--- config.mk ---
export PLATFORM = sky130hd
export DESIGN_NAME = reg_scoreboard
export DESIGN_NICKNAME = d
export VERILOG_FILES = /design/src/rtl/reg_scoreboard.sv
export SDC_FILE = /design/constraint.sdc
export NUM_CORES = 1
export LEC_CHECK = 0
export CORE_MARGIN = 1
export CORE_UTILIZATION = 55
export DETAILED_ROUTE_END_ITERATION = 10
export PLACE_DENSITY = 0.77
export SYNTH_ARGS = -nofsm -noshare
export SYNTH_HDL_FRONTEND = slang
export SYNTH_SLANG_ARGS = --single-unit
--- constraint.sdc ---
create_clock -name clk -period 6.3 [get_ports clk]
set_input_delay 1.89 -clock clk [delete_from_list [all_inputs] [get_ports clk]]
set_output_delay 1.89 -clock clk [all_outputs]
set_load 0.03 [all_outputs]
--- src/rtl/reg_scoreboard.sv ---
// Register scoreboard: per-register outstanding-write counters for the scalar and vector files.
// Issue increments a counter, writeback decrements it, and RAW hazards or a full counter stall issue.
module reg_scoreboard #(
    parameter int NREG      = 16,
    parameter int CNTW      = 2,
    parameter int WB_BYPASS = 1
) (
    input  logic                     clk,
    input  logic                     rst_n,
    input  logic                     iss_valid,
    input  logic [$clog2(NREG)-1:0]  iss_rd,
    input  logic                     iss_regWrite,
    input  logic                     iss_regWriteV,
    input  logic [$clog2(NREG)-1:0]  iss_rs1,
    input  logic [$clog2(NREG)-1:0]  iss_rs2,
    input  logic                     iss_rs1_v,
    input  logic                     iss_rs2_v,
    input  logic                     iss_rs1_en,
    input  logic                     iss_rs2_en,
    input  logic [$clog2(NREG)-1:0]  wb_rd,
    input  logic                     wb_regWrite,
    input  logic                     wb_regWriteV,
    output logic                     stall,
    output logic                     iss_accept,
    output logic [NREG-1:0]          pend_s,
    output logic [NREG-1:0]          pend_v,
    output logic                     wb_err,
    output logic [15:0]              stall_cnt
);

    localparam int IW = $clog2(NREG);
    localparam logic [CNTW-1:0] CNT_MAX  = {CNTW{1'b1}};
    localparam logic [CNTW-1:0] CNT_ZERO = {CNTW{1'b0}};
    localparam logic [CNTW-1:0] CNT_ONE  = {{(CNTW-1){1'b0}}, 1'b1};
    localparam logic [IW-1:0]   IDX_ZERO = {IW{1'b0}};
    localparam logic            BYPASS   = (WB_BYPASS != 0);

    logic [CNTW-1:0] r_cnt_s [NREG];
    logic [CNTW-1:0] r_cnt_v [NREG];
    logic [NREG-1:0] r_pend_s;
    logic [NREG-1:0] r_pend_v;
    logic            r_wb_err;
    logic [15:0]     r_stall_cnt;

    logic [CNTW-1:0] w_cnt_s_nxt [NREG];
    logic [CNTW-1:0] w_cnt_v_nxt [NREG];
    logic [NREG-1:0] w_pend_s_nxt;
    logic [NREG-1:0] w_pend_v_nxt;
    logic            w_iss_s;
    logic            w_iss_v;
    logic            w_wb_s;
    logic            w_wb_v;
    logic [CNTW-1:0] w_rs1_cnt;
    logic [CNTW-1:0] w_rs2_cnt;
    logic [CNTW-1:0] w_rd_cnt;
    logic            w_rs1_wb;
    logic            w_rs2_wb;
    logic            w_rd_wb;
    logic            w_haz1;
    logic            w_haz2;
    logic            w_dest_full;
    logic            w_stall;
    logic            w_accept;
    logic            w_err;

    // Decode file selects (both-set means scalar), hazards, dest-full and issue handshake.
    always_comb begin
        w_iss_s   = iss_regWrite && (iss_rd != IDX_ZERO);
        w_iss_v   = iss_regWriteV && !iss_regWrite && (iss_rd != IDX_ZERO);
        w_wb_s    = wb_regWrite && (wb_rd != IDX_ZERO);
        w_wb_v    = wb_regWriteV && !wb_regWrite && (wb_rd != IDX_ZERO);

        w_rs1_cnt = iss_rs1_v ? r_cnt_v[iss_rs1] : r_cnt_s[iss_rs1];
        w_rs2_cnt = iss_rs2_v ? r_cnt_v[iss_rs2] : r_cnt_s[iss_rs2];
        w_rd_cnt  = iss_regWrite ? r_cnt_s[iss_rd] : r_cnt_v[iss_rd];

        w_rs1_wb  = (iss_rs1_v ? w_wb_v : w_wb_s) && (wb_rd == iss_rs1);
        w_rs2_wb  = (iss_rs2_v ? w_wb_v : w_wb_s) && (wb_rd == iss_rs2);
        w_rd_wb   = (iss_regWrite ? w_wb_s : w_wb_v) && (wb_rd == iss_rd);

        // A writeback retiring the only pending write forwards its data this cycle.
        w_haz1 = iss_rs1_en && (iss_rs1 != IDX_ZERO) && (w_rs1_cnt != CNT_ZERO)
                 && !(BYPASS && w_rs1_wb && (w_rs1_cnt == CNT_ONE));
        w_haz2 = iss_rs2_en && (iss_rs2 != IDX_ZERO) && (w_rs2_cnt != CNT_ZERO)
                 && !(BYPASS && w_rs2_wb && (w_rs2_cnt == CNT_ONE));
        w_dest_full = (w_iss_s || w_iss_v) && (w_rd_cnt == CNT_MAX) && !w_rd_wb;

        w_stall  = iss_valid && (w_haz1 || w_haz2 || w_dest_full);
        w_accept = iss_valid && !w_stall;
    end

    // Next counter values: +1 on accepted issue, -1 on writeback, spurious writeback flags an error.
    always_comb begin
        w_err        = 1'b0;
        w_pend_s_nxt = {NREG{1'b0}};
        w_pend_v_nxt = {NREG{1'b0}};
        for (int i = 0; i < NREG; i++) begin
            logic inc_s;
            logic inc_v;
            logic dec_s;
            logic dec_v;
            inc_s = w_accept && w_iss_s && (iss_rd == IW'(i));
            inc_v = w_accept && w_iss_v && (iss_rd == IW'(i));
            dec_s = w_wb_s && (wb_rd == IW'(i));
            dec_v = w_wb_v && (wb_rd == IW'(i));

            if (inc_s && !dec_s) begin
                w_cnt_s_nxt[i] = r_cnt_s[i] + CNT_ONE;
            end else if (!inc_s && dec_s && (r_cnt_s[i] != CNT_ZERO)) begin
                w_cnt_s_nxt[i] = r_cnt_s[i] - CNT_ONE;
            end else begin
                w_cnt_s_nxt[i] = r_cnt_s[i];
            end

            if (inc_v && !dec_v) begin
                w_cnt_v_nxt[i] = r_cnt_v[i] + CNT_ONE;
            end else if (!inc_v && dec_v && (r_cnt_v[i] != CNT_ZERO)) begin
                w_cnt_v_nxt[i] = r_cnt_v[i] - CNT_ONE;
            end else begin
                w_cnt_v_nxt[i] = r_cnt_v[i];
            end

            if ((dec_s && !inc_s && (r_cnt_s[i] == CNT_ZERO)) ||
                (dec_v && !inc_v && (r_cnt_v[i] == CNT_ZERO))) begin
                w_err = 1'b1;
            end else begin
                w_err = w_err;
            end

            w_pend_s_nxt[i] = (w_cnt_s_nxt[i] != CNT_ZERO);
            w_pend_v_nxt[i] = (w_cnt_v_nxt[i] != CNT_ZERO);
        end
    end

    // Counter, bitmap, sticky error and stall-counter state with synchronous reset.
    always_ff @(posedge clk) begin
        if (!rst_n) begin
            for (int i = 0; i < NREG; i++) begin
                r_cnt_s[i] <= CNT_ZERO;
                r_cnt_v[i] <= CNT_ZERO;
            end
            r_pend_s    <= {NREG{1'b0}};
            r_pend_v    <= {NREG{1'b0}};
            r_wb_err    <= 1'b0;
            r_stall_cnt <= 16'h0000;
        end else begin
            for (int i = 0; i < NREG; i++) begin
                r_cnt_s[i] <= w_cnt_s_nxt[i];
                r_cnt_v[i] <= w_cnt_v_nxt[i];
            end
            r_pend_s <= w_pend_s_nxt;
            r_pend_v <= w_pend_v_nxt;
            r_wb_err <= r_wb_err || w_err;
            if (w_stall && (r_stall_cnt != 16'hFFFF)) begin
                r_stall_cnt <= r_stall_cnt + 16'h0001;
            end else begin
                r_stall_cnt <= r_stall_cnt;
            end
        end
    end

    assign stall      = w_stall;
    assign iss_accept = w_accept;
    assign pend_s     = r_pend_s;
    assign pend_v     = r_pend_v;
    assign wb_err     = r_wb_err;
    assign stall_cnt  = r_stall_cnt;

endmodule

* Word-level counts from Yosys, hierarchy flattened
Memory sizes are Yosys's and may differ from the RTL's. Index checks and enable logic that the tools add are counted.
Storage, ports and cells: bits in registers 49, memory bits (writable) 64, bits of input ports 27, memories 2
Memory list:
- r_cnt_s | words 16, width 2, rd ports 19, clocked after memory_dff 0, write ports 16, RTL line 38 | logic [CNTW-1:0] r_cnt_s [NREG];
- r_cnt_v | words 16, width 2, rd ports 19, clocked after memory_dff 0, write ports 16, RTL line 39 | logic [CNTW-1:0] r_cnt_v [NREG];
Operators by class: $add $sub $neg 65, equality and inequality tests 37, muxes and demuxes 120, bitwise gates (word level) 32, reduce and logical (&&, ||, !) cells 410
Operators with widths (count):
- 1-bit logical AND | 216
- 2-bit 2-to-1 mux | 99
- 2-bit nonzero test | 66
- 1-bit zero test | 70
- 2-bit by 1-bit adder with 2-bit output, second input constant | 32
- 4-bit equality test, second input constant | 16
- 2-bit zero test | 32
- 2-bit by 1-bit subtractor with 2-bit output, second input constant | 32
- 4-bit by 3-bit equality test with 1-bit output, second input constant | 8
- 1-bit bitwise OR | 32
- 1-bit 2-to-1 mux | 21
- 1-bit logical OR | 20
- 16-bit by 1-bit adder with 16-bit output, second input constant | 1
- 4-bit by 2-bit equality test with 1-bit output, second input constant | 4
- 16-bit != test, second input constant | 1
- 4-bit nonzero test | 4
- 4-bit equality test | 3
- 4-bit by 1-bit equality test with 1-bit output, second input constant | 2
- 4-bit zero test | 2
- 2-bit by 1-bit equality test with 1-bit output, second input constant | 2
- 2-bit equality test, second input constant | 1

* Longest topological paths before layout
Gate-level depths: netlist of the first run.
word-level depth 36, mapped depth 16, depth with buffers taken out 10

* Worst setup path after synthesis of the first run
No wires, ideal clock.
path kind input-to-output, from input iss_rs2[0], to output stall, arrival time 4320 ps, slack 90 ps, cell stages on the path 12, buffers on the path 5, cells stage by stage buf_4 buf_6 mux2i_1 mux4_2 a22o_1 a21oi_1 o2111ai_2 and3_1 buf_4 buf_6 buf_2 nor2_1
Between the ends: longest elaborated chain between the ends 9, elaborated cells between the ends (all ways) 16
RTL lines:
- from (decl) | RTL line 15 | input logic [$clog2(NREG)-1:0] iss_rs2,
- memory read 16 x 2 bit (on tied branches)
- 2-bit 2-to-1 mux | RTL line 74 | w_rs2_cnt = iss_rs2_v ? r_cnt_v[iss_rs2] : r_cnt_s[iss_rs2];
- 2-bit by 1-bit equality test with 1-bit output | RTL line 85 | && !(BYPASS && w_rs2_wb && (w_rs2_cnt == CNT_ONE));
- 1-bit logical AND | RTL line 85
- 1-bit zero test | RTL line 85
- 1-bit logical AND (*) | RTL line 85
- 1-bit logical OR (*) (2 in a row) | RTL line 88 | w_stall = iss_valid && (w_haz1 || w_haz2 || w_dest_full);
- 1-bit logical AND (*) | RTL line 88
- to (decl) | RTL line 23 | output logic stall,
Mark *: on every way between the ends. The rest lies on a longest branch, timed or not.

* Final worst setup path of the first run
from input iss_rs1[0], to output iss_accept
Between the ends: longest elaborated chain between the ends 11, elaborated cells between the ends (all ways) 18
RTL lines:
- from (decl) | RTL line 14 | input logic [$clog2(NREG)-1:0] iss_rs1,
- memory read 16 x 2 bit (on tied branches)
- 2-bit 2-to-1 mux | RTL line 73 | w_rs1_cnt = iss_rs1_v ? r_cnt_v[iss_rs1] : r_cnt_s[iss_rs1];
- 2-bit by 1-bit equality test with 1-bit output | RTL line 83 | && !(BYPASS && w_rs1_wb && (w_rs1_cnt == CNT_ONE));
- 1-bit logical AND | RTL line 83
- 1-bit zero test | RTL line 83
- 1-bit logical AND (*) | RTL line 83
- 1-bit logical OR (*) (2 in a row) | RTL line 88
- 1-bit logical AND (*) | RTL line 88
- 1-bit zero test (*) | RTL line 89 | w_accept = iss_valid && !w_stall;
- 1-bit logical AND (*) | RTL line 89
- to (decl) | RTL line 24 | output logic iss_accept,
Marked as above.

==> results.sh, run 1 <==
export IMPL_portBuffers=77
export IMPL_io_pins=78
export IMPL_drt_iter0_markers=1128
export IMPL_diodes=0
export IMPL_dieArea_um2=16070
export IMPL_syn_cell_area_um2=8562
export IMPL_synth_main_ff_cell="dfxtp_1"
export IMPL_status="finished, final reports clean"
export IMPL_tns_ns=0
export IMPL_start_util_pct=56.32
export IMPL_grt_pass1_vias=8185
export IMPL_finalHoldViolCount=0
export IMPL_rows=45
export IMPL_synth_area_leader_cell="dfxtp_1"
export IMPL_synth_top_area_share_pct=26.42
export IMPL_netlist_top_cells_count="nor2_1 (119), dfxtp_1 (113), inv_1 (80), nand2_1 (80), a21oi_1 (49)"
export IMPL_drcViolationCount=0
export IMPL_period_minus_slack_ns=6.231
export IMPL_ctsHoldBuffers=0
export IMPL_numCtsBuffers=17
export IMPL_fmax_mhz=160.5
export IMPL_drtAntennaViolNets=0
export IMPL_coreArea_um2=15200
export IMPL_cts_tree="built"
export IMPL_worstPathRequired_ns=4.41
export IMPL_clock_latency_ns=0.43
export IMPL_routed_via_count=8957
export IMPL_die_y_um=126.8
export IMPL_tightest_slew_ns=0.8861
export IMPL_grt_pass1_wl_um=43940
export IMPL_dp_hpwl_um=20850
export IMPL_cpMostUsedCell="buf_4"
export IMPL_htree_num_levels=4
export IMPL_vdd_drop_max_v=0.0002520
export IMPL_synth_distinct_cells=68
export IMPL_cap_violations=0
export IMPL_hp_class="reg -> reg"
export IMPL_synthTopCellsByArea="dfxtp_1 (26%), mux4_2 (11%), nor2_1 (5.2%)"
export IMPL_first_pass_iters=5
export IMPL_crit_slowest_cell="mux4_2"
export IMPL_grt_overflow=0
export IMPL_vias_per_cell=6.576
export IMPL_antenna_found_initial=0
export IMPL_slew_headroom_pct=40.71
export IMPL_fin_skew_ns=0.006752
export IMPL_grt_use_total_pct=36.00
export IMPL_final_area_um2=10590
export IMPL_setup_viol=0
export IMPL_synth_seq_cells=113
export IMPL_powerDensity_nw_per_um2=248.5
export IMPL_yosysSeqAreaShare_pct=26.42
export IMPL_die_x_um=126.8
export IMPL_cp_max_fo=12
export IMPL_fin_nets=1219
export IMPL_startpoint_type="input pin"
export IMPL_place_congestion=1.032
export IMPL_worstPathArrival_ns=4.34
export IMPL_ys_async_sr_fraction_pct=0
export IMPL_postPlaceCellArea_um2=9879
export IMPL_slowest_delay_ns=0.51
export IMPL_drt_wl_total_um=28410
export IMPL_layout_drive_gt1_share_pct=15.25
export IMPL_synth_edff_count=0
export IMPL_clk_pin_slew_ns=0.06
export IMPL_fin_crit_sh_pct=98.90
export IMPL_end_kind="primary output"
export IMPL_synth_fp_nets=1106
export IMPL_yosysMostFrequentCell="nor2_1"
export IMPL_cts_buffer_depth=2
export IMPL_slew_violations=0
export IMPL_syn_inst=1048
export IMPL_crit_type="in -> out"
export IMPL_cts_sinks=113
export IMPL_post_drt_wl_per_cell_um=20.86
export IMPL_grt_max_degree=57
export IMPL_synth_warnings=0
export IMPL_path_cells="clkdlybuf4s50_1 > buf_12 > mux4_2 > o31ai_2 > a211oi_1 > a31oi_1 > a41o_1 > buf_4 > nand3_2 > nor2_1 > buf_4"
export IMPL_cp_top_family="buffers and inverters"
export IMPL_syn_area_per_cell_um2=8.170
export IMPL_cts_root_buf="clkbuf_16"
export IMPL_p_leak_nw=3.999
export IMPL_critPathBufInv=4
export IMPL_area_growth_pct=23.70
==> worst register-to-register path, stage by stage (launching register included) <==
cell and delay, ns:
dfxtp_1 0.40, mux4_2 0.50, o31ai_2 0.22, a211oi_1 0.07, a31oi_1 0.27, a41o_1 0.17, and3_1 0.22, buf_4 0.50
nand3_1 0.30, a22o_1 0.27, or4_1 0.60, o41a_1 0.38
==> state kept, by name, indices dropped and copies added (netlist names) <==
signal	cells
stall_cnt	16
wb_err	1
pend_v	16
r_cnt_s	32
pend_s	16
r_cnt_v	32
==> cell families (layout without fill, tap and decap cells) <==
family	count (synthesis)	in the layout	share of synthesized area (%)
AOI/OAI and AO/OA	253	253	20.56
muxes	75	75	14.85
buffers and inverters	139	265	6.708
and+or+nand+nor	388	388	21.92
DFF	113	113	26.42
adders and majority gates	31	31	4.530
xor gates and xnor gates	49	49	5.012
==> power by group <==
part	switching (W)	total [W]	internal [W]	leakage, nW
Sequential	0.0000888	0.000880	0.000792	0.915
Clock	0.000380	0.00100	0.000624	0.294
Combinational	0.000409	0.000747	0.000339	2.79
Total	0.000878	0.00263	0.00175	4.00
==> final timing paths <==
check	start	to	slack (ns)	cells after the start
min reg2reg	r_cnt_v[0][1]	r_cnt_v[0][1]	0.51	2
min	r_cnt_v[0][1]	r_cnt_v[0][1]	0.51	2
max reg2reg	r_cnt_s[14][1]	wb_err	2.25	11
max	iss_rs1[0]	iss_accept	0.07	11
==> per-stage QoR <==
step	worst slack, ns	util [%]	cells	power [W]	hold WS [ns]
after global routing	-0.01372	69.67	1362	0.002731	0.5450
after CTS	0.01292	69.24	1358	0.002616	0.5087
after global placement	-0.3305	64.99	1323	0.001597	0.4963
after floorplan	0.08995	-	1048	0.001355	0.4397
final	0.06915	69.67	1362	0.002632	0.5120
after detailed placement	-0.3188	64.99	1323	0.001610	0.4999
==> final cells by class <==
class,count,area [um^2]
multi-input cells,796,5743
fillers,1228,4611
flip-flops and latches,113,2262
repair buffers,153,1440
clock buffers,17,425.4
inverters,80,300.3
well taps,188,235.2
clock inverters,15,185.2
==> placed cells by master (no fill, tap or decap), types with 13 or more instances in the layout <==
master             n
a21oi_1           49
nand2_1           80
clkbuf_16         18
inv_1             79
xnor2_1           43
a211oi_1          13
and2_1            17
nand3_1           40
buf_4             68
nor2_1           119
mux4_2            41
dfxtp_1          113
o21ai_0           46
mux2i_1           28
nor3_1            35
nand4_1           14
a31oi_1           18
clkdlybuf4s50_1   73
and3_1            21
o221ai_1          16
ha_1              31
a21o_1            16
==> routing by layer <==
metal / vias up / wire, um / track usage (%)
met3: 121 / 3123 / 8.730
met4: 0 / 1833 / 23.11
li1: 4098 / - / -
met2: 564 / 12410 / 55.09
met5: - / 0 / 0
met1: 4174 / 11040 / 45.60
==> repair_timing <==
item,CTS,global route
setup endpoints to repair,1,2
resized for setup,3,7
setup buffers,3,3
gates cloned,0,1
pin swaps,0,0
No activity file was read; power rests on OpenSTA's default activity.
==> inputs of run 2 (changes only) <==
--- a/config.mk
+++ b/config.mk
@@ -9,6 +9,7 @@
 export CORE_UTILIZATION = 55
 export DETAILED_ROUTE_END_ITERATION = 10
 export PLACE_DENSITY = 0.77
+export REMOVE_ABC_BUFFERS = 1
 export SYNTH_ARGS = -nofsm -noshare
 export SYNTH_HDL_FRONTEND = slang
 export SYNTH_SLANG_ARGS = --single-unit
==> run 2 against run 1 <==
  * Sequential share of layout area decreased by 0.21 points
  * Critical path depth unchanged
  * Largest cell class unchanged
  * Total power is 0.66% higher
  * Critical endpoint unchanged
  * Via count is 1.1% higher
==> results.sh, run 2 (synthesized netlist as in run 1, its figures left out) <==
export IMPL_status="finished, final reports clean"
export IMPL_ctsHoldBuffers=0
export IMPL_grt_use_total_pct=37.17
export IMPL_cts_tree="built"
export IMPL_rows=45
export IMPL_fillCellCount=1200
export IMPL_die_y_um=126.8
export IMPL_post_drt_wl_per_cell_um=21.52
export IMPL_cts_sinks=113
export IMPL_setup_slack_ns=0.03536
export IMPL_hold_depth=2
export IMPL_worstPathRequired_ns=4.41
export IMPL_worstPathArrival_ns=4.37
export IMPL_finalHoldViolCount=0
export IMPL_drcViolationCount=0
export IMPL_slew_violations=0
export IMPL_cp_max_fo=14
export IMPL_post_place_ws_ns=-0.3701
export IMPL_first_pass_iters=7
export IMPL_vdd_drop_max_v=0.0002163
export IMPL_grt_pass1_vias=8240
export IMPL_reg_top3="r_cnt_s x32, r_cnt_v x32"
export IMPL_drt_wl_total_um=29590
export IMPL_clk_pin_slew_ns=0.05
export IMPL_cts_root_buf="clkbuf_16"
export IMPL_instances_no_fill=1375
export IMPL_grt_max_degree=57
export IMPL_portBuffers=77
export IMPL_hp_class="reg -> reg"
export IMPL_fin_nets=1232
export IMPL_final_area_um2=10700
export IMPL_startpoint_type="input pin"
export IMPL_powerDensity_nw_per_um2=247.7
export IMPL_cts_buffer_depth=2
export IMPL_htree_num_levels=4
export IMPL_vias_per_cell=6.584
export IMPL_reg2regPathDepth=12
export IMPL_layout_drive_gt1_share_pct=16.09
export IMPL_hold_ws_ns=0.5324
export IMPL_crit_type="in -> out"
export IMPL_dp_hpwl_um=21610
export IMPL_mostFrequentLayoutCells="nor2_1 (118), dfxtp_1 (113), buf_4 (81)"
export IMPL_dieArea_um2=16070
export IMPL_start_util_pct=56.32
export IMPL_power_w=0.002650
export IMPL_area_growth_pct=24.93
export IMPL_io_pins=78
export IMPL_fmax_mhz=159.6
export IMPL_final_common_cell="nor2_1"
export IMPL_postPlaceCellArea_um2=9990
export IMPL_fin_skew_ns=0.009179
export IMPL_fin_crit_sh_pct=99.44
export IMPL_slew_headroom_pct=47.00
export IMPL_clock_latency_ns=0.43
export IMPL_tightest_slew_ns=0.7890
export IMPL_end_kind="primary output"
export IMPL_coreArea_um2=15200
export IMPL_drtAntennaViolNets=0
export IMPL_period_minus_slack_ns=6.265
export IMPL_dp_cells=1336
export IMPL_rsz0062_at_grt="true"
export IMPL_numCtsBuffers=17
export IMPL_cap_violations=0
export IMPL_setup_viol=0
export IMPL_antenna_found_initial=0
export IMPL_drt_iter0_markers=1144
export IMPL_place_congestion=1.043
export IMPL_p_leak_nw=4.048
export IMPL_grt_pass1_wl_um=45310
export IMPL_diodes=0
export IMPL_die_x_um=126.8
export IMPL_grt_overflow=0
export IMPL_routed_via_count=9053
## run 2: cell types whose count changed in the layout (fill, tap and decap cells not counted), moves of 2 or more
cell        delta
clkbuf_8       +2
clkinv_4       -3
clkinv_2       -2
clkinvlp_4     +2
buf_4         +13
clkbuf_1       +2
## run 2: critical path: stages
cell	delay (ns)
clkdlybuf4s50_1	0.50
buf_12	0.15
mux4_2	0.51
a221o_1	0.33
a21oi_1	0.13
a21oi_1	0.06
o2111ai_2	0.25
buf_4	0.16
nand3_2	0.10
nor2_2	0.13
buf_6	0.14
## run 2: repair_timing
item                                    4_1_cts  5_1_grt
setup buffers                                 1        5
resized for setup                             7        6
cloned                                        0        1
pin swaps                                     1        1
endpoints found under the setup margin        1        2
## run 2: layer usage
layer  track usage [%]  part of all wire (%)  vias up
li1                  -                     -     4092
met1             47.99                    40     4277
met2             57.52                    44      557
met3             8.857                    10      127
met4             20.31                   5.6        0
met5                 0                     0        -
## run 2: final timing paths
| path | startpoint | end | slack (ns) |
|---|---|---|---|
| max | iss_rs2[1] | iss_accept | 0.04 |
| min | r_cnt_s[0][1] | r_cnt_s[0][1] | 0.53 |
| min reg2reg | r_cnt_s[0][1] | r_cnt_s[0][1] | 0.53 |
| max reg2reg | r_cnt_s[3][1] | wb_err | 2.28 |
## run 2: per-stage QoR
step	setup TNS, ns	utilization (%)
after detailed placement	-0.3701	65.71
final	0	70.36
after floorplan	0	-
after CTS	0	69.81
after global routing	-0.03633	70.36
after global placement	-0.3878	65.71
## run 2: power by group
part           switching (W)  internal [W]  total (W)  leakage (nW)
clock               0.000360      0.000645    0.00100         0.286
sequential         0.0000887      0.000792   0.000880         0.915
combinational       0.000418      0.000347   0.000765          2.85
total               0.000866       0.00178    0.00265          4.05
## run 2: area by class of cell
class / instances / area, um^2 / share of cell area (%)
clock buffers: 21 / 460.4 / 4.305
clock inverters: 11 / 155.1 / 1.450
well taps: 188 / 235.2 / 2.199
multi-input cells: 796 / 5743 / 53.69
inverters: 80 / 300.3 / 2.807
repair buffers: 166 / 1540 / 14.40
flip-flops and latches: 113 / 2262 / 21.15
==> inputs of run 3 (changes only) <==
--- a/config.mk
+++ b/config.mk
@@ -6,9 +6,8 @@
 export NUM_CORES = 1
 export LEC_CHECK = 0
 export CORE_MARGIN = 1
-export CORE_UTILIZATION = 55
+export CORE_UTILIZATION = 45
 export DETAILED_ROUTE_END_ITERATION = 10
-export PLACE_DENSITY = 0.77
 export REMOVE_ABC_BUFFERS = 1
 export SYNTH_ARGS = -nofsm -noshare
 export SYNTH_HDL_FRONTEND = slang
==> run 3 against run 2 <==
  * Routed wire length down 3.6%
  * Clock power hardly changed
  * Register-to-register slack gained 0.04 ns
  * Clock skew rose by 0.0086 ns
  * First-iteration DRC count down 29%
  * Largest cell class unchanged
==> results.sh, run 3 (synthesized netlist as in run 1, its figures left out) <==
export IMPL_period_minus_slack_ns=6.215
export IMPL_dp_hpwl_um=21160
export IMPL_hold_ws_ns=0.4936
export IMPL_slew_violations=0
export IMPL_layout_drive_gt1_share_pct=14.22
export IMPL_hold_depth=2
export IMPL_start_util_pct=45.77
export IMPL_min_from="r_cnt_s[0][0]"
export IMPL_drtAntennaViolNets=0
export IMPL_startpoint_type="input pin"
export IMPL_post_place_ws_ns=-0.002037
export IMPL_grt_pass1_wl_um=44840
export IMPL_cts_root_buf="clkbuf_16"
export IMPL_regArea_um2=2262
export IMPL_tns_ns=0
export IMPL_ctsHoldBuffers=0
export IMPL_finalHoldViolCount=0
export IMPL_die_y_um=139.9
export IMPL_multi_input_area_um2=5743
export IMPL_numCtsBuffers=17
export IMPL_grt_use_total_pct=29.88
export IMPL_htree_num_levels=4
export IMPL_post_drt_wl_per_cell_um=20.45
export IMPL_min_to="r_cnt_s[0][0]"
export IMPL_cts_sinks=113
export IMPL_coreArea_um2=18710
export IMPL_drt_wl_total_um=28530
export IMPL_clk_pin_slew_ns=0.05
export IMPL_cpMostUsedCell="buf_12"
export IMPL_drcViolationCount=0
export IMPL_rows=50
export IMPL_cp_max_fo=10
export IMPL_hp_class="reg -> reg"
export IMPL_dieArea_um2=19580
export IMPL_setup_viol=0
export IMPL_dr_max_layer_used="met4"
export IMPL_grt_pass1_vias=8091
export IMPL_crit_slowest_cell="clkdlybuf4s50_1"
export IMPL_switching_share_pct=32.84
export IMPL_drt_iter0_markers=815
export IMPL_cap_violations=0
export IMPL_cts_buffer_depth=2
export IMPL_reg_top3="r_cnt_s x32, r_cnt_v x32"
export IMPL_crit_reg2reg_launch="r_cnt_s[7][1]"
export IMPL_place_congestion=1.017
export IMPL_worstPathRequired_ns=4.41
export IMPL_final_common_cell="nor2_1"
export IMPL_mostFrequentLayoutCells="nor2_1 (118), dfxtp_1 (113), nand2_1 (80)"
export IMPL_combPwrFrac_pct=28.1
export IMPL_cts_tree="built"
export IMPL_first_pass_iters=6
export IMPL_vias_per_cell=6.154
export IMPL_area_growth_pct=22.90
export IMPL_crit_type="in -> out"
export IMPL_setup_slack_ns=0.08487
export IMPL_antenna_found_initial=1
export IMPL_power_w=0.002636
export IMPL_slowest_delay_ns=0.51
export IMPL_fillCellCount=1738
export IMPL_fmax_mhz=160.9
export IMPL_p_clk_share_pct=38.7
export IMPL_grt_max_degree=56
export IMPL_p_leak_nw=3.919
export IMPL_end_kind="primary output"
export IMPL_p_sw_w=0.0008658
export IMPL_cp_top_family="buffers and inverters"
export IMPL_path_cells="clkdlybuf4s50_1 > buf_12 > buf_12 > mux4_2 > mux2i_1 > a221o_1 > a41o_1 > and3_4 > nor2_1 > buf_4"
export IMPL_critPathBufInv=4
export IMPL_wl_met3_um=2316
export IMPL_met1_length_um=12040
export IMPL_worstPathArrival_ns=4.33
export IMPL_reg2regPathDepth=13
export IMPL_vdd_drop_max_v=0.0002031
export IMPL_seqPwrFrac_pct=33.2
export IMPL_powerDensity_nw_per_um2=250.5
export IMPL_critPathLaunch="iss_rs1[0]"
export IMPL_clock_latency_ns=0.44
export IMPL_tightest_slew_ns=0.9128
export IMPL_portBuffers=77
export IMPL_die_x_um=139.9
export IMPL_slew_headroom_pct=39.02
export IMPL_fin_nets=1205
export IMPL_status="finished, final reports clean"
export IMPL_internal_power_w=0.001770
export IMPL_routed_via_count=8585
export IMPL_fin_util_pct=56.25
export IMPL_io_pins=78
export IMPL_r2r_end="wb_err"
export IMPL_rrSetupSlack_ns=2.32
export IMPL_fin_skew_ns=0.01778
export IMPL_fin_crit_sh_pct=98.65
export IMPL_dr_wl_met2_um=13040
export IMPL_grt_overflow=0
-- run 3: cell types whose count changed in the layout (fill, tap and decap cells not counted), moves of 2 or more --
cell and change:
buf_4 -24, clkinv_4 -2, clkdlybuf4s50_1 -2, o31ai_2 -2, o31ai_1 +2, clkinv_2 +2
-- run 3: stage by stage --
stage	cells	area, um^2
floorplan	989	8288
global placement	1349	9759
detailed placement	1349	9759
CTS	1385	10400
global route	1395	10520
finish	1395	10520
-- run 3: repair_timing --
action / CTS / global route
hold endpoints to repair: 0 / 0
setup buffers: 4 / 9
pin swaps: 0 / 3
gates resized for setup: 1 / 10
setup endpoints to repair: 2 / 2
-- run 3: power groups by stage --
stage / registers, W / logic [W] / clock network [W]
2_1_floorplan: 0.000930 / 0.000381 / 0
5_1_grt: 0.000885 / 0.000801 / 0.00106
3_5_place_dp: 0.000887 / 0.000717 / 0
3_3_place_gp: 0.000888 / 0.000712 / 0
4_1_cts: 0.000872 / 0.000725 / 0.00104
6_report: 0.000875 / 0.000740 / 0.00102
-- run 3: tightest hold or removal path: cells and delay by family, from the launching register on --
kind | cells | cell delay (ns)
buffers and inverters | 1 | 0.08
flip-flops | 1 | 0.33
AND/OR/NAND/NOR | 1 | 0.04
-- run 3: worst max-delay path by stage --
stage	endpoint	slack [ns]	cells after the start
6_report	stall	0.08	10
5_1_grt	stall	-0.04	10
4_1_cts	iss_accept	0.009	11
3_5_place_dp	iss_accept	-0.002	11
3_3_place_gp	stall	0.02	11
2_1_floorplan	stall	0.10	7
-- run 3: layout make-up --
| cell class | count | share of cell area, % |
|---|---|---|
| timing repair buffer | 139 | 12.44 |
| tap | 234 | 2.782 |
| sequential | 113 | 21.50 |
| inverter | 80 | 2.854 |
| multi-input combinational | 796 | 54.58 |
| antenna | 1 | 0.02378 |
| clock buffer | 20 | 4.340 |
| clock inverter | 12 | 1.486 |
-- run 3: per-layer routing --
layer,track usage [%],vias up
met4,14.40,0
met5,0,-
li1,-,4060
met3,6.496,82
met1,38.13,4044
met2,47.95,399
==> RTL edit 1, RTL diff (settings of run 3) <==
The parameter `NREG` goes from 16 to 32.
--- a/src/rtl/reg_scoreboard.sv
+++ b/src/rtl/reg_scoreboard.sv
@@ -2,5 +2,5 @@
 // Issue increments a counter, writeback decrements it, and RAW hazards or a full counter stall issue.
 module reg_scoreboard #(
-    parameter int NREG      = 16,
+    parameter int NREG      = 32,
     parameter int CNTW      = 2,
     parameter int WB_BYPASS = 1
Interface: changed (6 resized); port bits go from 78 to 114. The function was not compared with the original's and may differ.
==> RTL edit 1 against run 3 <==
- routed wire length increased by 110%
- total power increased by 59%
- final area increased by 83%
- sequential power increased by 78%
- area after synthesis increased by 80%
- clock skew about the same
- sequential cell count increased by 96
- sequential share of layout area increased by 0.19 points
- worst setup slack got worse by 36 ps
- critical endpoint is now iss_accept
==> RTL edit 1: results (changes against run 3) <==
Final layout
  • Layout fillers: 3081 (+77%)
  • Top Registers: r_cnt_s (64), r_cnt_v (64)
  • Share of layout cells above drive strength 1: 0.178 (+0.0361)
  • Nets: 2189 (+82%)
  • Finished Layout Cells: 2562 (+84%)

Critical path
  • Reg-to-reg slack, setup: 1680 ps (-640 ps)
  • Capture point of the critical path: iss_accept
  • CP max FO: 6 (-4)
  • Critical Path AT: 4360 ps (+30 ps)
  • Slowest-stage cell, CP: mux4_2
  • R2R Path Start: r_cnt_s[14][1]$_SDFF_PN0_
  • Setup crit start: iss_rd[0]

Placed design
  • Cells after DPL: 2509 (+86%)
  • IO buf count: 113 (+47%)
  • Worst slack, placed: -357 ps (-355 ps)

GRT
  • Pin count of the biggest net entering global routing: 77 (+38%)
  • Number of global-route vias before repair: 15200 (+88%)
  • First-pass GRT wire length: 90.4 mm (+100%)
  • Total Routing Usage GR: 0.339 (+0.0399)

STA
  • Peak Freq: 160 MHz (-0.58%)
  • Slew @ Worst Pin: 1240 ps (+322 ps)
  • Final hold slack: 516 ps (+22.5 ps)

Pwr
  • Leakage power: 0.00775 uW (+98%)
  • VDD IR max: 0.000229 V (+13%)

Routing
  • Drt initial violations: 1420 (+74%)
  • DRT Pass-1 Iters: 8 (+2)
  • Drt wl/cell: 23.4 microns (+14%)

Clocking
  • H-tree Lvls: 1 (-3)
  • Post-CTS setup buffers: 3 (-1)
  • Worst-skew pair later-pin latency: 560 ps (+120 ps)
  • Post_cts resized: 25 (+24)
  • CTS buffer count: 26 (+9)
  • Clock buffer depth: 3 (+1)

Status
  • Status: completed

Synthesis
  • Seq/Total Area, Yosys: 0.272 (+0.00748)
  • Synth cell types: 78 (+15%)

Worst hold path
  • Min-delay src: r_cnt_v[0][1]$_SDFF_PN0_
  • Worst Hold Endpoint: r_cnt_v[0][1]$_SDFF_PN0_
## RTL edit 1: changes by cell type in the layout (fill, tap and decap cells not counted), sizes merged, moves of 32 or more
| cell | change |
|---|---|
| and2 | +41 |
| buf | +147 |
| dfxtp | +96 |
| ha | +32 |
| inv | +70 |
| mux2i | +32 |
| nand2 | +70 |
| nand3 | +63 |
| nor3 | +34 |
| xnor2 | +33 |
## RTL edit 1: area by class of cell
class	count	area, sq um	share of cell area
repair buffers	322	2840	0.147
flip-flops and latches	209	4180	0.217
multi-input cells	1384	10300	0.533
inverters	152	576	0.0298
clock buffers	37	743	0.0385
clock inverters	10	110	0.00571
well taps	448	561	0.0290
## RTL edit 1: power groups by stage
stage	registers, uW	logic, uW	clock network [uW]
after detailed placement	1590	1090	0
after global placement	1580	1070	0
after CTS	1560	1120	1540
after floorplan	1660	518	0
after global routing	1570	1210	1600
final	1560	1130	1500
## RTL edit 1: layer usage
layer  part of all wire  vias up  global-route usage
met4              0.071        2               0.205
met3              0.077      167              0.0638
met2               0.44      689               0.538
met1               0.41     7606               0.427
met5            0.00027        -                   0
li1                   -     7314                   -
## RTL edit 1: worst min-delay path: stages, from the launching register on
cell     delay, ps
dfxtp_1        330
inv_1           90
nor2_1          50
## RTL edit 1: logic make-up after synthesis
family | Yosys count | synth area share
adder cells (fa/ha/maj) | 63 | 0.0512
multiplexers | 122 | 0.127
flip-flops | 209 | 0.272
XOR/XNOR | 91 | 0.0518
AND/OR/NAND/NOR | 662 | 0.218
buffers and inverters | 257 | 0.0690
AO/OA/AOI/OAI | 446 | 0.212
## RTL edit 1: per-stage QoR
step | instance area [sq um] | util
global route | 19300 | 0.574
floorplan | 14900 | -
CTS | 19200 | 0.572
global placement | 18200 | 0.542
finish | 19300 | 0.574
detailed placement | 18200 | 0.542
==> RTL edit 2, RTL diff (config.mk and constraints of run 3) <==
Made on the original files. Make the reset (`rst_n`) asynchronous in one clocked block. Comments in the files are not updated.
--- a/src/rtl/reg_scoreboard.sv
+++ b/src/rtl/reg_scoreboard.sv
@@ -134,5 +134,5 @@
 
     // Counter, bitmap, sticky error and stall-counter state with synchronous reset.
-    always_ff @(posedge clk) begin
+    always_ff @(posedge clk or negedge rst_n) begin
         if (!rst_n) begin
             for (int i = 0; i < NREG; i++) begin
Behaviour: not the same (a bounded check fails within 4 cycles, from zero or initial values and one cycle with rst_n low; the reset may be asserted at any time).
==> RTL edit 2 against run 3 <==
- routed wire length rose by 6.7%
- worst setup slack worse by 25 ps
- register-to-register slack improved by 30 ps
- core utilization is 1.1 points higher
- sequential cell count unchanged
- final area is 6.1% higher
- area after synthesis up 4.5%
Power is not compared: it rests on default switching activity, and its combinational part moved more than twofold at a synthesized area within 25%.
==> RTL edit 2: results (changes against run 3) <==
GRT
  • Met2 Usage GRT: 0.486 (+0.00628)
  • Pin count of the biggest net entering global routing: 59 (+5.4%)
  • M1 GR Usage: 0.397 (+0.0152)
  • Total Routing Usage GR: 0.310 (+0.0110)
  • Number of global-route vias before repair: 8086 (-0.062%)
  • First-pass GRT wire length: 46.2 mm (+3.1%)
  • Antenna violations before repair: 0 (-1)
  • Met3 usage: 0.0822 (+0.0172)

Final layout
  • Multi-In Gates: 759 (-4.6%)
  • Antenna diodes: 0 (-1)
  • Seq cells: 113 (unchanged)
  • # clk buffers: 19 (-5.0%)
  • NonClk Buf Share: 0.133 (+0.00830)
  • Number of non-clock inverters in the layout: 78 (-2.5%)
  • Layout fillers: 1735 (-0.17%)
  • FF+latch area: 0.00283 sq mm (+25%)
  • Nonclk buf count: 151 (+8.6%)
  • Share of layout cells above drive strength 1: 0.167 (+0.0246)
  • Clock-cell share of area: 0.0542 (-0.00403)
  • Area of the multi-input gates: 0.00563 sq mm (-2.0%)
  • Nets: 1178 (-2.2%)

Routing
  • DRT met1 WL: 12.5 mm (+3.5%)
  • Metal3 WL: 2.89 mm (+25%)
  • DRT Pass-1 Iters: 7 (+1)
  • Via count: 8409 (-2.1%)
  • Drt wl/cell: 21.8 microns (+6.5%)
  • WL met2: 13.7 mm (+4.9%)
  • Drt initial violations: 932 (+14%)

STA
  • Slew @ Worst Pin: 1040 ps (+127 ps)
  • Worst Skew: 10.6 ps (-7.15 ps)

Pwr
  • VDD IR max: 0.000324 V
  • Leakage power: 0.00485 uW

Worst hold path
  • Worst hold path class: reg -> reg

Synthesis
  • Top post-synthesis cells by area: dfrtp_1, mux4_2, mux2i_1
  • Seq/Total Area, Yosys: 0.316 (+0.0517)
  • Post-synthesis adder-cell area fraction: 0.0433 (-0.00196)
  • Compound-gate portion of the synthesized area: 0.146 (-0.0599)
  • Synth cell types: 69 (+1.5%)
  • Async set-reset flop share out of synthesis: 1.00 (+1.00)
  • Most frequent cells after synthesis: dfrtp_1, nand2_1, nor2_1
  • XOR/XNOR share of the synthesized area: 0.0548 (+0.00468)
  • Mux share of post-synthesis cell area: 0.172 (+0.0239)

Floorplan
  • DIE WIDTH: 143 microns (+2.2%)

Critical path
  • Crit-path max cell delay: 580 ps (+70 ps)
  • CP max FO: 8 (-2)
  • CP delay by family, top: simple AND/OR/NAND/NOR gates
  • Critical Path AT: 4350 ps (+20 ps)

Placed design
  • Post-place instance area: 0.0103 sq mm (+5.9%)
  • Post-DP HPWL: 23.1 mm (+9.0%)
  • Final Wtd Congestion: 0.998 (-1.9%)

Status
  • Status: completed

Clocking
  • Post_cts resized: 20 (+19)
  • Post-CTS setup buffers: 5 (+1)
==> RTL edit 2: stage by stage <==
step	setup WS, ps	utilization	cells
5_1_grt	19.9	0.574	1398
2_1_floorplan	165	-	950
6_report	60.0	0.574	1398
3_3_place_gp	-471	0.531	1353
4_1_cts	0.422	0.569	1392
3_5_place_dp	-452	0.531	1353
==> RTL edit 2: path summary, 6_finish.rpt <==
kind / start / cells after the start / to / slack, ps
hold / removal: r_cnt_s[30]$_DFF_PN0_ / 0 / r_cnt_s[30]$_DFF_PN0_ / 460
setup reg to reg: r_cnt_s[19]$_DFF_PN0_ / 12 / pend_s[10]$_DFF_PN0_ / 2350
hold reg to reg: r_cnt_s[30]$_DFF_PN0_ / 0 / r_cnt_s[30]$_DFF_PN0_ / 460
setup / recovery: iss_rd[2] / 10 / iss_accept / 60
max in group asynchronous: rst_n / 2 / pend_v[10]$_DFF_PN0_ / 3780
min in group asynchronous: rst_n / 1 / r_cnt_s[29]$_DFF_PN0_ / 1520
